--- src/rtl/adv7511_init_sequencer_if.sv ---
// Transaction handshake between the ADV7511 init sequencer (master) and the I2C byte master (slave).
// The offer side is valid/ready; completion comes back as a done pulse qualified by nack.
interface adv7511_init_sequencer_if #(
  parameter int NBYTES = 3
);
  logic                tx_valid_o;
  logic                tx_ready_i;
  logic [NBYTES*8-1:0] tx_data_o;
  logic                tx_done_i;
  logic                tx_nack_i;

  modport master (
    output tx_valid_o,
    output tx_data_o,
    input  tx_ready_i,
    input  tx_done_i,
    input  tx_nack_i
  );

  modport slave (
    input  tx_valid_o,
    input  tx_data_o,
    output tx_ready_i,
    output tx_done_i,
    output tx_nack_i
  );
endinterface

--- src/rtl/adv7511_init_sequencer.sv ---
// Power-up / hot-plug register-init sequencer for the ADV7511: walks a fixed write table through the I2C master.
// Optional feature macro ADV_INIT_RETRY_EN: failed writes are retried up to MAX_RETRY times before ERROR.
module adv7511_init_sequencer #(
  parameter int         NBYTES         = 3,
  parameter int         NTRANS         = 10,
  parameter logic [7:0] DEV_ADDR       = 8'h72,
  parameter int         POWERUP_CYCLES = 200,
  parameter int         GAP_CYCLES     = 16,
  parameter int         TIMEOUT_CYCLES = 4096,
  parameter int         MAX_RETRY      = 3
) (
  input  logic                            clk_i,
  input  logic                            rst_n_i,
  input  logic                            start_i,
  input  logic                            hpd_i,
  adv7511_init_sequencer_if.master        tx,
  output logic                            busy_o,
  output logic                            done_o,
  output logic                            err_o,
  output logic [3:0]                      trans_idx_o
);

  localparam int TX_W    = NBYTES * 8;
  localparam int CNT_M0  = (POWERUP_CYCLES > GAP_CYCLES) ? POWERUP_CYCLES : GAP_CYCLES;
  localparam int CNT_MAX = (CNT_M0 > TIMEOUT_CYCLES) ? CNT_M0 : TIMEOUT_CYCLES;
  localparam int CNT_W   = $clog2(CNT_MAX + 1);

  localparam logic [CNT_W-1:0] PWR_LAST = CNT_W'(POWERUP_CYCLES - 1);
  localparam logic [CNT_W-1:0] GAP_LAST = CNT_W'(GAP_CYCLES - 1);
  localparam logic [CNT_W-1:0] TMO_LAST = CNT_W'(TIMEOUT_CYCLES - 1);
  localparam logic [3:0]       IDX_LAST = 4'(NTRANS - 1);

  if (NTRANS < 1 || NTRANS > 10) begin : g_bad_ntrans
    $error("adv7511_init_sequencer: NTRANS must be within 1..10");
  end
  if (NBYTES < 3) begin : g_bad_nbytes
    $error("adv7511_init_sequencer: NBYTES must be at least 3");
  end
  if (MAX_RETRY < 0 || MAX_RETRY > 15) begin : g_bad_retry
    $error("adv7511_init_sequencer: MAX_RETRY must be within 0..15");
  end
  if (POWERUP_CYCLES < 1 || GAP_CYCLES < 1 || TIMEOUT_CYCLES < 1) begin : g_bad_cycles
    $error("adv7511_init_sequencer: cycle counts must be at least 1");
  end

  typedef enum logic [2:0] {
    S_WAIT_PWR,
    S_ISSUE,
    S_WAIT_DONE,
    S_GAP,
    S_DONE,
    S_ERROR
  } state_t;

  // {reg_addr, reg_data} for each init step
  function automatic logic [15:0] tbl_entry(input logic [3:0] idx);
    case (idx)
      4'd0:    tbl_entry = 16'h4110;
      4'd1:    tbl_entry = 16'h9803;
      4'd2:    tbl_entry = 16'h9AE0;
      4'd3:    tbl_entry = 16'h9C30;
      4'd4:    tbl_entry = 16'h9D61;
      4'd5:    tbl_entry = 16'hA2A4;
      4'd6:    tbl_entry = 16'hA3A4;
      4'd7:    tbl_entry = 16'hE0D0;
      4'd8:    tbl_entry = 16'hF900;
      4'd9:    tbl_entry = 16'h1500;
      default: tbl_entry = 16'h0000;
    endcase
  endfunction

  state_t             state_q, state_d;
  logic [CNT_W-1:0]   cnt_q, cnt_d;
  logic [3:0]         idx_q, idx_d;
  logic               pend_q, pend_d;
  logic               tx_valid_q, tx_valid_d;
  logic [TX_W-1:0]    tx_data_q, tx_data_d;
  logic               busy_q, busy_d;
  logic               done_q, done_d;
  logic               err_q, err_d;
`ifdef ADV_INIT_RETRY_EN
  logic [3:0]         retry_q, retry_d;
`endif

  logic hpd_s1_q, hpd_s2_q, hpd_s3_q;
  logic hpd_rise, restart_ev, restart_now, do_restart;
  logic accept, ack, fail;

  always_ff @(posedge clk_i or negedge rst_n_i) begin
    if (!rst_n_i) begin
      hpd_s1_q <= 1'b0;
      hpd_s2_q <= 1'b0;
      hpd_s3_q <= 1'b0;
    end else begin
      hpd_s1_q <= hpd_i;
      hpd_s2_q <= hpd_s1_q;
      hpd_s3_q <= hpd_s2_q;
    end
  end

  always_comb begin
    hpd_rise    = hpd_s2_q & ~hpd_s3_q;
    restart_ev  = start_i | hpd_rise;
    restart_now = restart_ev | pend_q;
    accept      = tx_valid_q & tx.tx_ready_i;
    ack         = tx.tx_done_i & ~tx.tx_nack_i;
    fail        = (tx.tx_done_i & tx.tx_nack_i) | (~tx.tx_done_i & (cnt_q == TMO_LAST));

    state_d    = state_q;
    cnt_d      = cnt_q;
    idx_d      = idx_q;
    pend_d     = pend_q | restart_ev;
    do_restart = 1'b0;
`ifdef ADV_INIT_RETRY_EN
    retry_d    = retry_q;
`endif

    unique case (state_q)
      S_WAIT_PWR: begin
        idx_d = '0;
        if (restart_now) begin
          do_restart = 1'b1;
        end else if (cnt_q == PWR_LAST) begin
          state_d = S_ISSUE;
          cnt_d   = '0;
        end else begin
          cnt_d = cnt_q + 1'b1;
        end
      end

      // Once accepted, the offer is committed; a restart then waits for the outcome.
      S_ISSUE: begin
        if (accept) begin
          state_d = S_WAIT_DONE;
          cnt_d   = '0;
        end else if (restart_now) begin
          do_restart = 1'b1;
        end
      end

      S_WAIT_DONE: begin
        cnt_d = cnt_q + 1'b1;
        if (ack || fail) begin
          cnt_d = '0;
          if (restart_now) begin
            do_restart = 1'b1;
          end else if (ack) begin
`ifdef ADV_INIT_RETRY_EN
            retry_d = '0;
`endif
            if (idx_q == IDX_LAST) begin
              state_d = S_DONE;
            end else begin
              idx_d   = idx_q + 4'd1;
              state_d = S_GAP;
            end
          end else begin
`ifdef ADV_INIT_RETRY_EN
            if (retry_q == 4'(MAX_RETRY)) begin
              state_d = S_ERROR;
            end else begin
              retry_d = retry_q + 4'd1;
              state_d = S_GAP;
            end
`else
            state_d = S_ERROR;
`endif
          end
        end
      end

      S_GAP: begin
        if (restart_now) begin
          do_restart = 1'b1;
        end else if (cnt_q == GAP_LAST) begin
          state_d = S_ISSUE;
          cnt_d   = '0;
        end else begin
          cnt_d = cnt_q + 1'b1;
        end
      end

      S_DONE, S_ERROR: begin
        if (restart_now) do_restart = 1'b1;
      end

      default: do_restart = 1'b1;
    endcase

    if (do_restart) begin
      state_d = S_WAIT_PWR;
      cnt_d   = '0;
      idx_d   = '0;
      pend_d  = 1'b0;
`ifdef ADV_INIT_RETRY_EN
      retry_d = '0;
`endif
    end

    // Outputs are registered images of the next state so reset can hold them all low.
    tx_valid_d = (state_d == S_ISSUE);
    done_d     = (state_d == S_DONE);
    err_d      = (state_d == S_ERROR);
    busy_d     = ~(done_d | err_d);
    tx_data_d  = tx_valid_d ? TX_W'({DEV_ADDR, tbl_entry(idx_d)}) : tx_data_q;
  end

  always_ff @(posedge clk_i or negedge rst_n_i) begin
    if (!rst_n_i) begin
      state_q    <= S_WAIT_PWR;
      cnt_q      <= '0;
      idx_q      <= '0;
      pend_q     <= 1'b0;
      tx_valid_q <= 1'b0;
      tx_data_q  <= '0;
      busy_q     <= 1'b0;
      done_q     <= 1'b0;
      err_q      <= 1'b0;
`ifdef ADV_INIT_RETRY_EN
      retry_q    <= '0;
`endif
    end else begin
      state_q    <= state_d;
      cnt_q      <= cnt_d;
      idx_q      <= idx_d;
      pend_q     <= pend_d;
      tx_valid_q <= tx_valid_d;
      tx_data_q  <= tx_data_d;
      busy_q     <= busy_d;
      done_q     <= done_d;
      err_q      <= err_d;
`ifdef ADV_INIT_RETRY_EN
      retry_q    <= retry_d;
`endif
    end
  end

  assign tx.tx_valid_o = tx_valid_q;
  assign tx.tx_data_o  = tx_data_q;
  assign busy_o        = busy_q;
  assign done_o        = done_q;
  assign err_o         = err_q;
  assign trans_idx_o   = idx_q;

endmodule

--- src/flat_wrapper.sv ---
// flat-port wrapper written by rule: the top's interface ports become plain ports
module adv7511_init_sequencer_flat 
#(
  parameter int         NBYTES         = 3,
  parameter int         NTRANS         = 10,
  parameter logic [7:0] DEV_ADDR       = 8'h72,
  parameter int         POWERUP_CYCLES = 200,
  parameter int         GAP_CYCLES     = 16,
  parameter int         TIMEOUT_CYCLES = 4096,
  parameter int         MAX_RETRY      = 3
)
  (clk_i, rst_n_i, start_i, hpd_i, busy_o, done_o, err_o, trans_idx_o, tx_tx_valid_o, tx_tx_data_o, tx_tx_ready_i, tx_tx_done_i, tx_tx_nack_i);
  adv7511_init_sequencer_if #(.NBYTES(NBYTES)) tx_i ();
  input  logic clk_i;
  input  logic rst_n_i;
  input  logic start_i;
  input  logic hpd_i;
  output logic busy_o;
  output logic done_o;
  output logic err_o;
  output logic [3:0] trans_idx_o;
  output wire logic [$bits(tx_i.tx_valid_o)-1:0] tx_tx_valid_o;
  output wire logic [$bits(tx_i.tx_data_o)-1:0] tx_tx_data_o;
  input wire logic [$bits(tx_i.tx_ready_i)-1:0] tx_tx_ready_i;
  input wire logic [$bits(tx_i.tx_done_i)-1:0] tx_tx_done_i;
  input wire logic [$bits(tx_i.tx_nack_i)-1:0] tx_tx_nack_i;
  assign tx_tx_valid_o = tx_i.tx_valid_o;
  assign tx_tx_data_o = tx_i.tx_data_o;
  assign tx_i.tx_ready_i = tx_tx_ready_i;
  assign tx_i.tx_done_i = tx_tx_done_i;
  assign tx_i.tx_nack_i = tx_tx_nack_i;
  adv7511_init_sequencer #(.NBYTES(NBYTES), .NTRANS(NTRANS), .DEV_ADDR(DEV_ADDR), .POWERUP_CYCLES(POWERUP_CYCLES), .GAP_CYCLES(GAP_CYCLES), .TIMEOUT_CYCLES(TIMEOUT_CYCLES), .MAX_RETRY(MAX_RETRY)) u_core (.clk_i(clk_i), .rst_n_i(rst_n_i), .start_i(start_i), .hpd_i(hpd_i), .tx(tx_i), .busy_o(busy_o), .done_o(done_o), .err_o(err_o), .trans_idx_o(trans_idx_o));
endmodule
--- config.mk ---
export PLATFORM = sky130hd
export DESIGN_NAME = adv7511_init_sequencer_flat
export DESIGN_NICKNAME = d
export VERILOG_FILES = /design/src/rtl/adv7511_init_sequencer_if.sv /design/src/rtl/adv7511_init_sequencer.sv /design/src/flat_wrapper.sv
export SDC_FILE = /design/constraint.sdc
export NUM_CORES = 1
export LEC_CHECK = 0
export BUFFER_PORTS_ARGS = -buffer_cell sky130_fd_sc_hd__buf_2
export CAP_MARGIN = 20
export CORE_MARGIN = 10
export CORE_UTILIZATION = 35
export CTS_CLUSTER_DIAMETER = 80
export DETAILED_ROUTE_END_ITERATION = 8
export PLACE_DENSITY = 0.62
export SLEW_MARGIN = 20
export SYNTH_ARGS = -nofsm -noshare
export SYNTH_HDL_FRONTEND = slang
export SYNTH_SLANG_ARGS = --single-unit
--- constraint.sdc ---
create_clock -name clk_i -period 2.7 [get_ports clk_i]
set_input_delay 0.54 -clock clk_i [delete_from_list [all_inputs] [get_ports clk_i]]
set_output_delay 0.54 -clock clk_i [all_outputs]
set_load 0.05 [all_outputs]
==> results.py, run 1 <==
metrics = {
    "run_status": {
        "status": "complete, no violations",
    },
    "worst_setup_path": {
        "cp.arrival_ns": 2.77,
        "end_kind": "register",
        "worst-setup-path-type": "reg2reg",
        "cp_max_fo": 22,
        "worstSetupStartpointType": "register",
        "reg2reg_slack_ns": 0.12,
        "required_ns": 2.89,
    },
    "layout": {
        "drive_gt1_frac": 0.325,
        "stdcell_count": 441,
        "fin_nets": 357,
        "design_area_um2": 3270,
        "diodes": 0,
        "area_growth_pct": 25.0,
    },
    "sta": {
        "hold_viol": 0,
        "finClkSkew_ns": 0.0112,
        "tightest_slew_ns": 0.558,
        "slew_viol_final": 0,
        "setup_viol": 0,
        "fin_crit_sh": 0.956,
        "relSlewSlack": 0.628,
        "timing.fmax_ghz": 0.387,
        "setup_ws_ns": 0.118,
        "period_needed_ns": 2.58,
    },
    "floorplan": {
        "start_util": 0.361,
        "die_area_um2": 11300,
        "core_area_um2": 7250,
        "io_pins": 39,
        "dieHeight_um": 106,
        "die_w_um": 106,
        "rows": 31,
    },
    "pwr": {
        "p_sw_frac": 0.265,
        "p_sw_mw": 0.373,
        "p_clk_frac": 0.380,
        "power.internal_mw": 1.03,
        "vdd_ir_drop_max_uv": 176,
        "p_leak_nw": 1.60,
        "combPwrFrac": 0.129,
        "power_mw": 1.41,
        "power.share.sequential": 0.491,
        "p_per_area_nw_per_um2": 430,
    },
    "route": {
        "drt_iter0_drc": 88,
        "wire_per_inst_um": 14.2,
        "drt-total-wl_mm": 6.27,
        "antenna_left": 0,
        "vias": 2221,
        "drc": 0,
        "first_pass_iters": 4,
        "via_per_inst": 5.04,
    },
    "synthesis": {
        "synth_top_area_frac": 0.421,
        "yosysSeqAreaShare": 0.421,
        "synth_seq_cells": 44,
        "async_flop_share": 1.00,
        "syn_area_um2": 2620,
        "yosys_warnings": 0,
        "yosysTopAreaCell": "dfrtp_1",
        "synth_commonest_cells": "44 x dfrtp_1, 22 x nor2_1, 18 x o21ai_0",
        "synth_most_common_cell": "dfrtp_1",
        "syn_inst": 276,
        "synth-edff-count": 0,
        "synth.avg_cell_area_um2": 9.48,
        "synth_ff_type": "dfrtp_1",
        "yosysUniqueCellTypes": 64,
        "netlist_top_cells_area": "dfrtp_1 42%, ha_1 4.3%, o21ai_0 3.4%",
    },
    "cts": {
        "clkSinkCount": 44,
        "htree_levels": 2,
        "cts.clk_slew.worst_paths_ns": 0.09,
        "clk_latency_ns": 0.30,
        "cts_buffer_depth": 2,
        "cts_buffers": 5,
        "clockRootBuffer": "clkbuf_8",
        "cts_tree": "yes",
    },
    "global_routing": {
        "grt-ovfl-total": 0,
        "grt_pass1_wl_mm": 10.6,
        "grt_pass1_vias": 2215,
        "antenna_found_initial": 0,
        "grt_usage": 0.112,
        "grt_max_degree": 25,
    },
    "placed_design": {
        "placed_cells": 431,
        "dp_slack_ns": -0.185,
        "placed_area_um2": 3100,
        "portBuffers": 33,
        "place_congestion": 0.792,
        "place.detailed.hpwl_mm": 4.91,
    },
    "flow_run": {
        "maxCapViolations": 0,
    },
    "worst_hold_path": {
        "hold_class": "in2async",
    },
}
-- critical path: stages (launching register included) --
cell	delay, ns
dfrtp_1	0.39
or4_1	0.59
nor4_2	0.31
nand4_1	0.13
a31o_1	0.23
and4bb_1	0.31
buf_12	0.17
mux2_2	0.34
-- state kept, by name (all words and copies together), names as in the netlist --
register	count
u_core.pend_q	1
u_core.trans_idx_o	4
u_core.tx.tx_valid_o	1
u_core.hpd_s1_q	1
u_core.done_o	1
u_core.tx.tx_data_o	16
u_core.err_o	1
u_core.hpd_s2_q	1
u_core.hpd_s3_q	1
u_core.state_q	3
u_core.cnt_q	13
u_core.busy_o	1
-- through the flow --
step                      setup TNS [ns]  utilization  hold slack, ns
final                                  0        0.451           0.223
after CTS                              0        0.444           0.239
after global routing           -0.000157        0.451           0.246
after global placement            -0.944        0.427           0.336
after detailed placement           -1.30        0.427           0.335
after floorplan                  -0.0275            -           0.244
-- layout by cell type (no fill, tap or decap), types with 4 or more instances in the layout --
cell	netlist	layout
nor2_1	22	22
buf_4	10	38
nand2_1	17	17
o22ai_1	4	4
clkbuf_8	0	6
and3_1	4	4
nor3_1	8	7
and2_1	6	5
a21oi_1	11	11
buf_2	2	33
o31ai_1	4	4
conb_1	1	5
dfrtp_1	44	42
ha_1	9	8
o21ai_0	18	16
mux2i_1	4	4
or2_2	4	4
nand2b_1	4	4
nand3_1	11	10
nor2b_1	4	4
inv_1	16	15
o21ai_1	4	5
-- cell type report --
cell class	count	area [um^2]
Clock buffer	6	82.6
Clock inverter	2	38.8
Fill cell	706	3980
Inverter	17	63.8
Multi-Input combinational cell	201	1390
Sequential cell	44	1100
Tap cell	99	124
Timing Repair Buffer	72	470
-- power groups by stage --
stage	Combinational (mW)	Clock [mW]	Sequential, mW
after floorplan	0.0850	0	0.740
after global placement	0.178	0	0.702
after detailed placement	0.182	0	0.704
after CTS	0.182	0.551	0.691
after global routing	0.198	0.585	0.694
final	0.181	0.534	0.690
-- cell families after synthesis --
logic type               share of synthesized area
AND/OR/NAND/NOR                              0.227
AO/OA/AOI/OAI                                0.186
flip-flops                                   0.421
buffers and inverters                       0.0713
adder cells (fa/ha/maj)                     0.0430
multiplexers                                0.0368
XOR/XNOR                                    0.0134
other                                      0.00143
-- timing repair --
| action | in CTS | in global routing |
|---|---|---|
| setup endpoints to repair | 0 | 15 |
| hold buffers | 0 | 0 |
| gates resized for setup | 0 | 7 |
| setup buffers | 0 | 2 |
-- layer usage --
metal | GRT usage | wire, um
met5 | 0 | 0
met1 | 0.141 | 2770
met4 | 0.0406 | 125
met2 | 0.176 | 2970
met3 | 0.0362 | 402
-- worst paths after layout --
path | end | start | cells past startpoint
setup reg to reg | u_core.tx.tx_data_o[15]$_DFFE_PN0N_ | u_core.cnt_q[9]$_DFFE_PN0P_ | 7
hold reg to reg | u_core.hpd_s2_q$_DFF_PN0_ | u_core.hpd_s1_q$_DFF_PN0_ | 0
hold / removal | u_core.tx.tx_data_o[7]$_DFFE_PN0N_ | rst_n_i | 1
setup / recovery | u_core.tx.tx_data_o[15]$_DFFE_PN0N_ | u_core.cnt_q[9]$_DFFE_PN0P_ | 7
max in group asynchronous | u_core.state_q[1]$_DFF_PN0_ | rst_n_i | 2
min in group clk_i | u_core.hpd_s2_q$_DFF_PN0_ | u_core.hpd_s1_q$_DFF_PN0_ | 0
Note: power is estimated with default switching activity, not from simulation.
==> run 2, diff against run 1 <==
--- a/config.mk
+++ b/config.mk
@@ -10,6 +10,7 @@
 export CORE_MARGIN = 10
-export CORE_UTILIZATION = 35
+export CORE_UTILIZATION = 44
+export CTS_BUF_LIST = sky130_fd_sc_hd__clkbuf_8 sky130_fd_sc_hd__clkbuf_16
 export CTS_CLUSTER_DIAMETER = 80
 export DETAILED_ROUTE_END_ITERATION = 8
-export PLACE_DENSITY = 0.62
+export PLACE_DENSITY = 0.74
 export SLEW_MARGIN = 20
--- a/constraint.sdc
+++ b/constraint.sdc
@@ -3,2 +3,2 @@
 set_output_delay 0.54 -clock clk_i [all_outputs]
-set_load 0.05 [all_outputs]
+set_load 0.02 [all_outputs]
==> run 2 against run 1 <==
Design area decreased by 0.11%. Utilization rose by 11 points. Routed wire length up 3.6%. Clock power is 1% higher. Die area down 17%. Hold slack improved by 0.067 ns. Non-clock buffer count grew 3. Critical path depth increased by 4. Via count increased by 1.8%. Critical path type unchanged. Critical endpoint is now u_core.tx.tx_data_o[6]$_DFFE_PN0N_. Largest power group unchanged.
==> results.py, run 2 (synthesized netlist as in run 1, its figures left out) <==
metrics = {
    "floorplan": {
        "rows": 28,
        "die_area_um2": 9430,
        "io_pins": 39,
        "core_area_um2": 5850,
        "dieHeight_um": 97.1,
        "die_w_um": 97.1,
        "start_util": 0.447,
    },
    "global_routing": {
        "grt_pass1_vias": 2239,
        "antenna_found_initial": 0,
        "grt_pass1_wl_mm": 10.8,
        "grt_max_degree": 45,
        "grt-ovfl-total": 0,
        "grt_usage": 0.134,
    },
    "route": {
        "drc": 0,
        "first_pass_iters": 4,
        "via_per_inst": 5.38,
        "antenna_left": 0,
        "drt-total-wl_mm": 6.50,
        "wire_per_inst_um": 15.5,
        "drt_iter0_drc": 140,
        "vias": 2260,
    },
    "worst_setup_path": {
        "cp_max_fo": 5,
        "cp_top_family": "simple AND/OR/NAND/NOR gates",
        "reg2reg_slack_ns": 0.02,
        "reg2reg_from": "u_core.trans_idx_o[0]$_DFF_PN0_",
        "required_ns": 2.89,
        "r2r_cells": 11,
        "worst_path_largest_cell_delay_ns": 0.56,
        "slowest_stage": "or4_4",
        "path_buf_inv": 1,
        "crit_chain": "ha_2, and3b_1, or4_4, a21o_1, o2bb2ai_1, nand2_2, inv_1, ha_1, o21ai_2, a21oi_1, mux2_2",
        "worstSetupStartpointType": "register",
        "cp.arrival_ns": 2.87,
        "worst-setup-path-type": "reg2reg",
        "r2r-end": "u_core.tx.tx_data_o[6]$_DFFE_PN0N_",
        "end_kind": "register",
    },
    "worst_hold_path": {
        "hold_class": "in2async",
    },
    "pwr": {
        "p_leak_nw": 1.62,
        "vdd_ir_drop_max_uv": 243,
        "p_per_area_nw_per_um2": 419,
        "power_mw": 1.37,
    },
    "sta": {
        "slew_viol_final": 0,
        "fin_crit_sh": 0.993,
        "finalSetupTns_ns": 0,
        "finClkSkew_ns": 0.00925,
        "period_needed_ns": 2.68,
        "relSlewSlack": 0.622,
        "timing.fmax_ghz": 0.373,
        "setup_ws_ns": 0.0193,
        "setup_viol": 0,
        "hold_viol": 0,
        "fin_hold_ws_ns": 0.290,
        "tightest_slew_ns": 0.567,
        "rsz0062_at_grt": "true",
    },
    "placed_design": {
        "placed_area_um2": 3100,
        "portBuffers": 33,
        "place.detailed.hpwl_mm": 4.83,
        "place_congestion": 0.904,
        "dp_slack_ns": -0.128,
        "placed_cells": 410,
    },
    "layout": {
        "stdcell_count": 420,
        "design_area_um2": 3270,
        "area_growth_pct": 24.9,
        "layout_commonest_cell": "dfrtp_1",
        "diodes": 0,
        "fillers": 513,
        "largest_register_ffs": 16,
        "fin_nets": 360,
        "drive_gt1_frac": 0.336,
        "most-common-layout-cells": "42 x dfrtp_1, 41 x buf_4, 33 x buf_2",
        "postLayoutCoreUtil": 0.558,
    },
    "cts": {
        "cts_buffers": 5,
        "htree_levels": 2,
        "cts_hold_buf": 0,
        "clockRootBuffer": "clkbuf_8",
        "cts_tree": "yes",
        "clkSinkCount": 44,
        "cts_buffer_depth": 2,
        "clk_latency_ns": 0.30,
        "cts.clk_slew.worst_paths_ns": 0.09,
    },
    "flow_run": {
        "maxCapViolations": 0,
    },
    "run_status": {
        "status": "complete, no violations",
    },
}
-- run 2: power breakdown --
part	total [mW]	internal, mW	switching, mW	leakage (nW)
Clock	0.541	0.303	0.238	0.0614
Combinational	0.138	0.0501	0.0881	0.990
Sequential	0.689	0.677	0.0120	0.566
Total	1.37	1.03	0.338	1.62
-- run 2: layer usage --
| layer | GRT usage | routed length (um) | up-vias |
|---|---|---|---|
| met1 | 0.161 | 2830 | 1080 |
| met3 | 0.0292 | 287 | 10 |
| met2 | 0.229 | 3280 | 54 |
| met5 | 0 | 0 | - |
| li1 | - | - | 1116 |
| met4 | 0.0511 | 108 | 0 |
-- run 2: layout make-up --
type                       instances  area [um^2]  area share
multi-input combinational        201         1390       0.426
sequential                        44         1100       0.338
timing repair buffer              75          493       0.151
tap                               75         93.8      0.0287
clock buffer                       6         82.6      0.0253
inverter                          17         63.8      0.0195
clock inverter                     2         38.8      0.0119
-- run 2: worst max-delay path by stage --
| stage | slack, ns | endpoint | from | depth (start not counted) |
|---|---|---|---|---|
| after global placement | -0.05 | u_core.tx.tx_data_o[6]$_DFFE_PN0N_ | start_i | 11 |
| final | 0.02 | u_core.tx.tx_data_o[6]$_DFFE_PN0N_ | u_core.trans_idx_o[0]$_DFF_PN0_ | 11 |
| after global routing | -0.05 | u_core.tx.tx_data_o[6]$_DFFE_PN0N_ | u_core.trans_idx_o[0]$_DFF_PN0_ | 11 |
| after CTS | 0.01 | u_core.tx.tx_data_o[6]$_DFFE_PN0N_ | u_core.trans_idx_o[0]$_DFF_PN0_ | 11 |
| after detailed placement | -0.13 | u_core.tx.tx_data_o[6]$_DFFE_PN0N_ | start_i | 11 |
| after floorplan | 0.004 | u_core.tx.tx_data_o[10]$_DFFE_PN0N_ | u_core.trans_idx_o[0]$_DFF_PN0_ | 11 |
-- run 2: worst register-to-register path: cells and delay by family (launching register included) --
kind / cells / cell delay, ns
and+or+nand+nor: 3 / 0.87
AOI/OAI and AO/OA: 4 / 0.55
DFF: 1 / 0.41
adders and majority gates: 2 / 0.40
muxes: 1 / 0.26
buffers and inverters: 1 / 0.09
-- run 2: repair_timing --
action,CTS,global route
endpoints found under the setup margin,4,14
gates cloned,0,0
pin swaps,2,6
gates resized for setup,5,4
setup buffers,0,2
==> run 3, diff against run 2 <==
Settings changed: ABC_AREA set to 1, CTS_BUF_LIST sky130_fd_sc_hd__clkbuf_8 sky130_fd_sc_hd__clkbuf_16 to sky130_fd_sc_hd__clkbuf_4.
==> run 3 against run 2 <==
Register-to-register slack gained 0.27 ns. Total power fell by 20%. Die area grew 2.1%. Sequential share of layout area is 3.6 points higher. Clock skew down 0.0038 ns. Global-route usage fell by 1.1 points. Synthesized area up 2.6%. Via count increased by 2.5%. Largest cell class unchanged. Highest routed layer unchanged.
==> results.py, run 3 <==
metrics = {
    "layout": {
        "fin_nets": 410,
        "area_growth_pct": 9.69,
        "diodes": 0,
        "fillers": 574,
        "design_area_um2": 2950,
        "largest_register_ffs": 16,
        "most-common-layout-cells": "114 x nand2_1, 44 x dfrtp_1, 40 x inv_1",
        "stdcell_count": 469,
        "layout_commonest_cell": "nand2_1",
        "drive_gt1_frac": 0.185,
    },
    "global_routing": {
        "grt-ovfl-total": 0,
        "grt_pass1_wl_mm": 10.2,
        "grt_pass1_vias": 2378,
        "antenna_found_initial": 0,
        "grt_max_degree": 26,
        "grt_usage": 0.123,
    },
    "sta": {
        "fin_hold_ws_ns": 0.114,
        "rsz0062_at_grt": "false",
        "setup_ws_ns": 0.289,
        "finalSetupTns_ns": 0,
        "timing.fmax_ghz": 0.415,
        "period_needed_ns": 2.41,
        "setup_viol": 0,
        "hold_viol": 0,
        "finClkSkew_ns": 0.00542,
        "fin_crit_sh": 0.893,
        "slew_viol_final": 0,
    },
    "placed_design": {
        "place.detailed.hpwl_mm": 4.57,
        "placed_area_um2": 2890,
        "place_congestion": 0.872,
        "portBuffers": 33,
        "placed_cells": 462,
        "dp_slack_ns": 0.260,
    },
    "synthesis": {
        "syn_inst": 359,
        "synth_seq_cells": 44,
        "async_flop_share": 1.00,
        "yosys_warnings": 0,
        "synth_top_area_frac": 0.410,
        "yosysTopAreaCell": "dfrtp_1",
        "synth_most_common_cell": "nand2_1",
        "synth_commonest_cells": "114 x nand2_1, 44 x dfrtp_1, 40 x inv_1",
        "syn_area_um2": 2690,
        "synth.avg_cell_area_um2": 7.48,
        "yosysSeqAreaShare": 0.410,
        "synth-edff-count": 0,
        "synth_ff_type": "dfrtp_1",
        "netlist_top_cells_area": "dfrtp_1 41%, nand2_1 16%, inv_1 5.6%",
        "yosysUniqueCellTypes": 31,
    },
    "cts": {
        "cts.clk_slew.worst_paths_ns": 0.13,
        "cts_buffer_depth": 2,
        "cts_buffers": 5,
        "htree_levels": 2,
        "cts_tree": "yes",
        "clk_latency_ns": 0.35,
        "clockRootBuffer": "clkbuf_4",
        "clkSinkCount": 44,
    },
    "route": {
        "via_per_inst": 4.94,
        "drt-total-wl_mm": 5.87,
        "antenna_left": 0,
        "first_pass_iters": 4,
        "wire_per_inst_um": 12.5,
        "vias": 2317,
        "drc": 0,
        "drt_iter0_drc": 100,
    },
    "pwr": {
        "vdd_ir_drop_max_uv": 217,
        "p_per_area_nw_per_um2": 370,
        "p_leak_nw": 1.56,
    },
    "worst_setup_path": {
        "cp_top_family": "simple AND/OR/NAND/NOR gates",
        "worstSetupStartpointType": "register",
        "cp.arrival_ns": 2.67,
        "worst_path_largest_cell_delay_ns": 0.43,
        "slowest_stage": "dfrtp_1",
        "end_kind": "register",
        "required_ns": 2.96,
        "crit_chain": "ha_1, nand2_1, nor2_2, nand4_1, nand2_2, nand2_2, nand2_4, nand2_4, nand2_4, nor2_2, inv_1, ha_1, inv_1, nand2_1, nand3_1, nand2_1, nand2_1, nand2_1",
        "path_buf_inv": 2,
        "cp_max_fo": 6,
        "worst-setup-path-type": "reg2reg",
        "r2r-end": "u_core.tx.tx_data_o[12]$_DFFE_PN0N_",
        "cp_common_cell": "nand2_1",
        "reg2reg_from": "u_core.cnt_q[0]$_DFFE_PN0P_",
        "r2r_cells": 18,
        "reg2reg_slack_ns": 0.29,
    },
    "worst_hold_path": {
        "hold_class": "in2async",
    },
    "floorplan": {
        "die_w_um": 98.1,
        "io_pins": 39,
        "die_area_um2": 9630,
        "core_area_um2": 5920,
        "dieHeight_um": 98.1,
        "rows": 28,
        "start_util": 0.454,
    },
    "flow_run": {
        "maxCapViolations": 0,
    },
    "run_status": {
        "status": "complete, no violations",
    },
}
==> run 3: through the flow <==
| step | utilization | total power [mW] |
|---|---|---|
| 6_report | 0.497 | 1.09 |
| 3_5_place_dp | 0.489 | 0.793 |
| 4_1_cts | 0.497 | 1.11 |
| 5_1_grt | 0.497 | 1.15 |
| 3_3_place_gp | 0.489 | 0.792 |
| 2_1_floorplan | - | 0.762 |
==> run 3: metal layers <==
metal	GRT usage	share of wire	vias to the layer above
li1	-	-	1197
met1	0.137	0.42	1059
met2	0.212	0.50	53
met3	0.0451	0.066	8
met4	0.0414	0.015	0
met5	0	0	-
==> run 3: worst max-delay path by stage <==
stage                                startpoint                             endpoint  slack, ns  cells past startpoint
finish              u_core.cnt_q[0]$_DFFE_PN0P_  u_core.tx.tx_data_o[12]$_DFFE_PN0N_       0.29                     18
global route        u_core.cnt_q[0]$_DFFE_PN0P_  u_core.tx.tx_data_o[11]$_DFFE_PN0N_       0.04                     18
CTS                 u_core.cnt_q[0]$_DFFE_PN0P_  u_core.tx.tx_data_o[12]$_DFFE_PN0N_       0.26                     18
detailed placement                      start_i  u_core.tx.tx_data_o[12]$_DFFE_PN0N_       0.26                     16
global placement                        start_i  u_core.tx.tx_data_o[12]$_DFFE_PN0N_       0.36                     16
floorplan           u_core.cnt_q[0]$_DFFE_PN0P_  u_core.tx.tx_data_o[11]$_DFFE_PN0N_       0.35                     18
==> run 3: cell type report <==
type                    instances  area (um^2)  share of cell area
well taps                      75         93.8              0.0319
multi-input cells             261         1340               0.456
clock buffers                   5         37.5              0.0127
flip-flops and latches         44         1100               0.374
clock inverters                 2         12.5             0.00425
repair buffers                 35          180              0.0612
inverters                      47          176              0.0599
==> run 3: kinds of logic (layout without fill, tap and decap cells) <==
kind of cell               after synthesis  count (layout)  share of synthesized area
AOI/OAI and AO/OA                       37              37                     0.0843
xor gates and xnor gates                 7               7                     0.0228
adders and majority gates                9               9                     0.0419
buffers and inverters                   58              89                     0.0960
DFF                                     44              44                      0.410
other                                    1               5                    0.00140
and+or+nand+nor                        203             203                      0.343
==> run 3: report_power, final <==
part | switching (mW) | leakage [nW] | total (mW) | internal (mW)
Combinational | 0.0775 | 0.931 | 0.103 | 0.0258
Clock | 0.216 | 0.0271 | 0.311 | 0.0952
Sequential | 0.00651 | 0.600 | 0.676 | 0.669
Total | 0.300 | 1.56 | 1.09 | 0.790
==> run 3: repair_timing <==
item | in CTS | in global routing
gates resized for setup | 0 | 1
setup endpoints to repair | 0 | 3
hold buffers | 0 | 0
setup buffers | 0 | 0
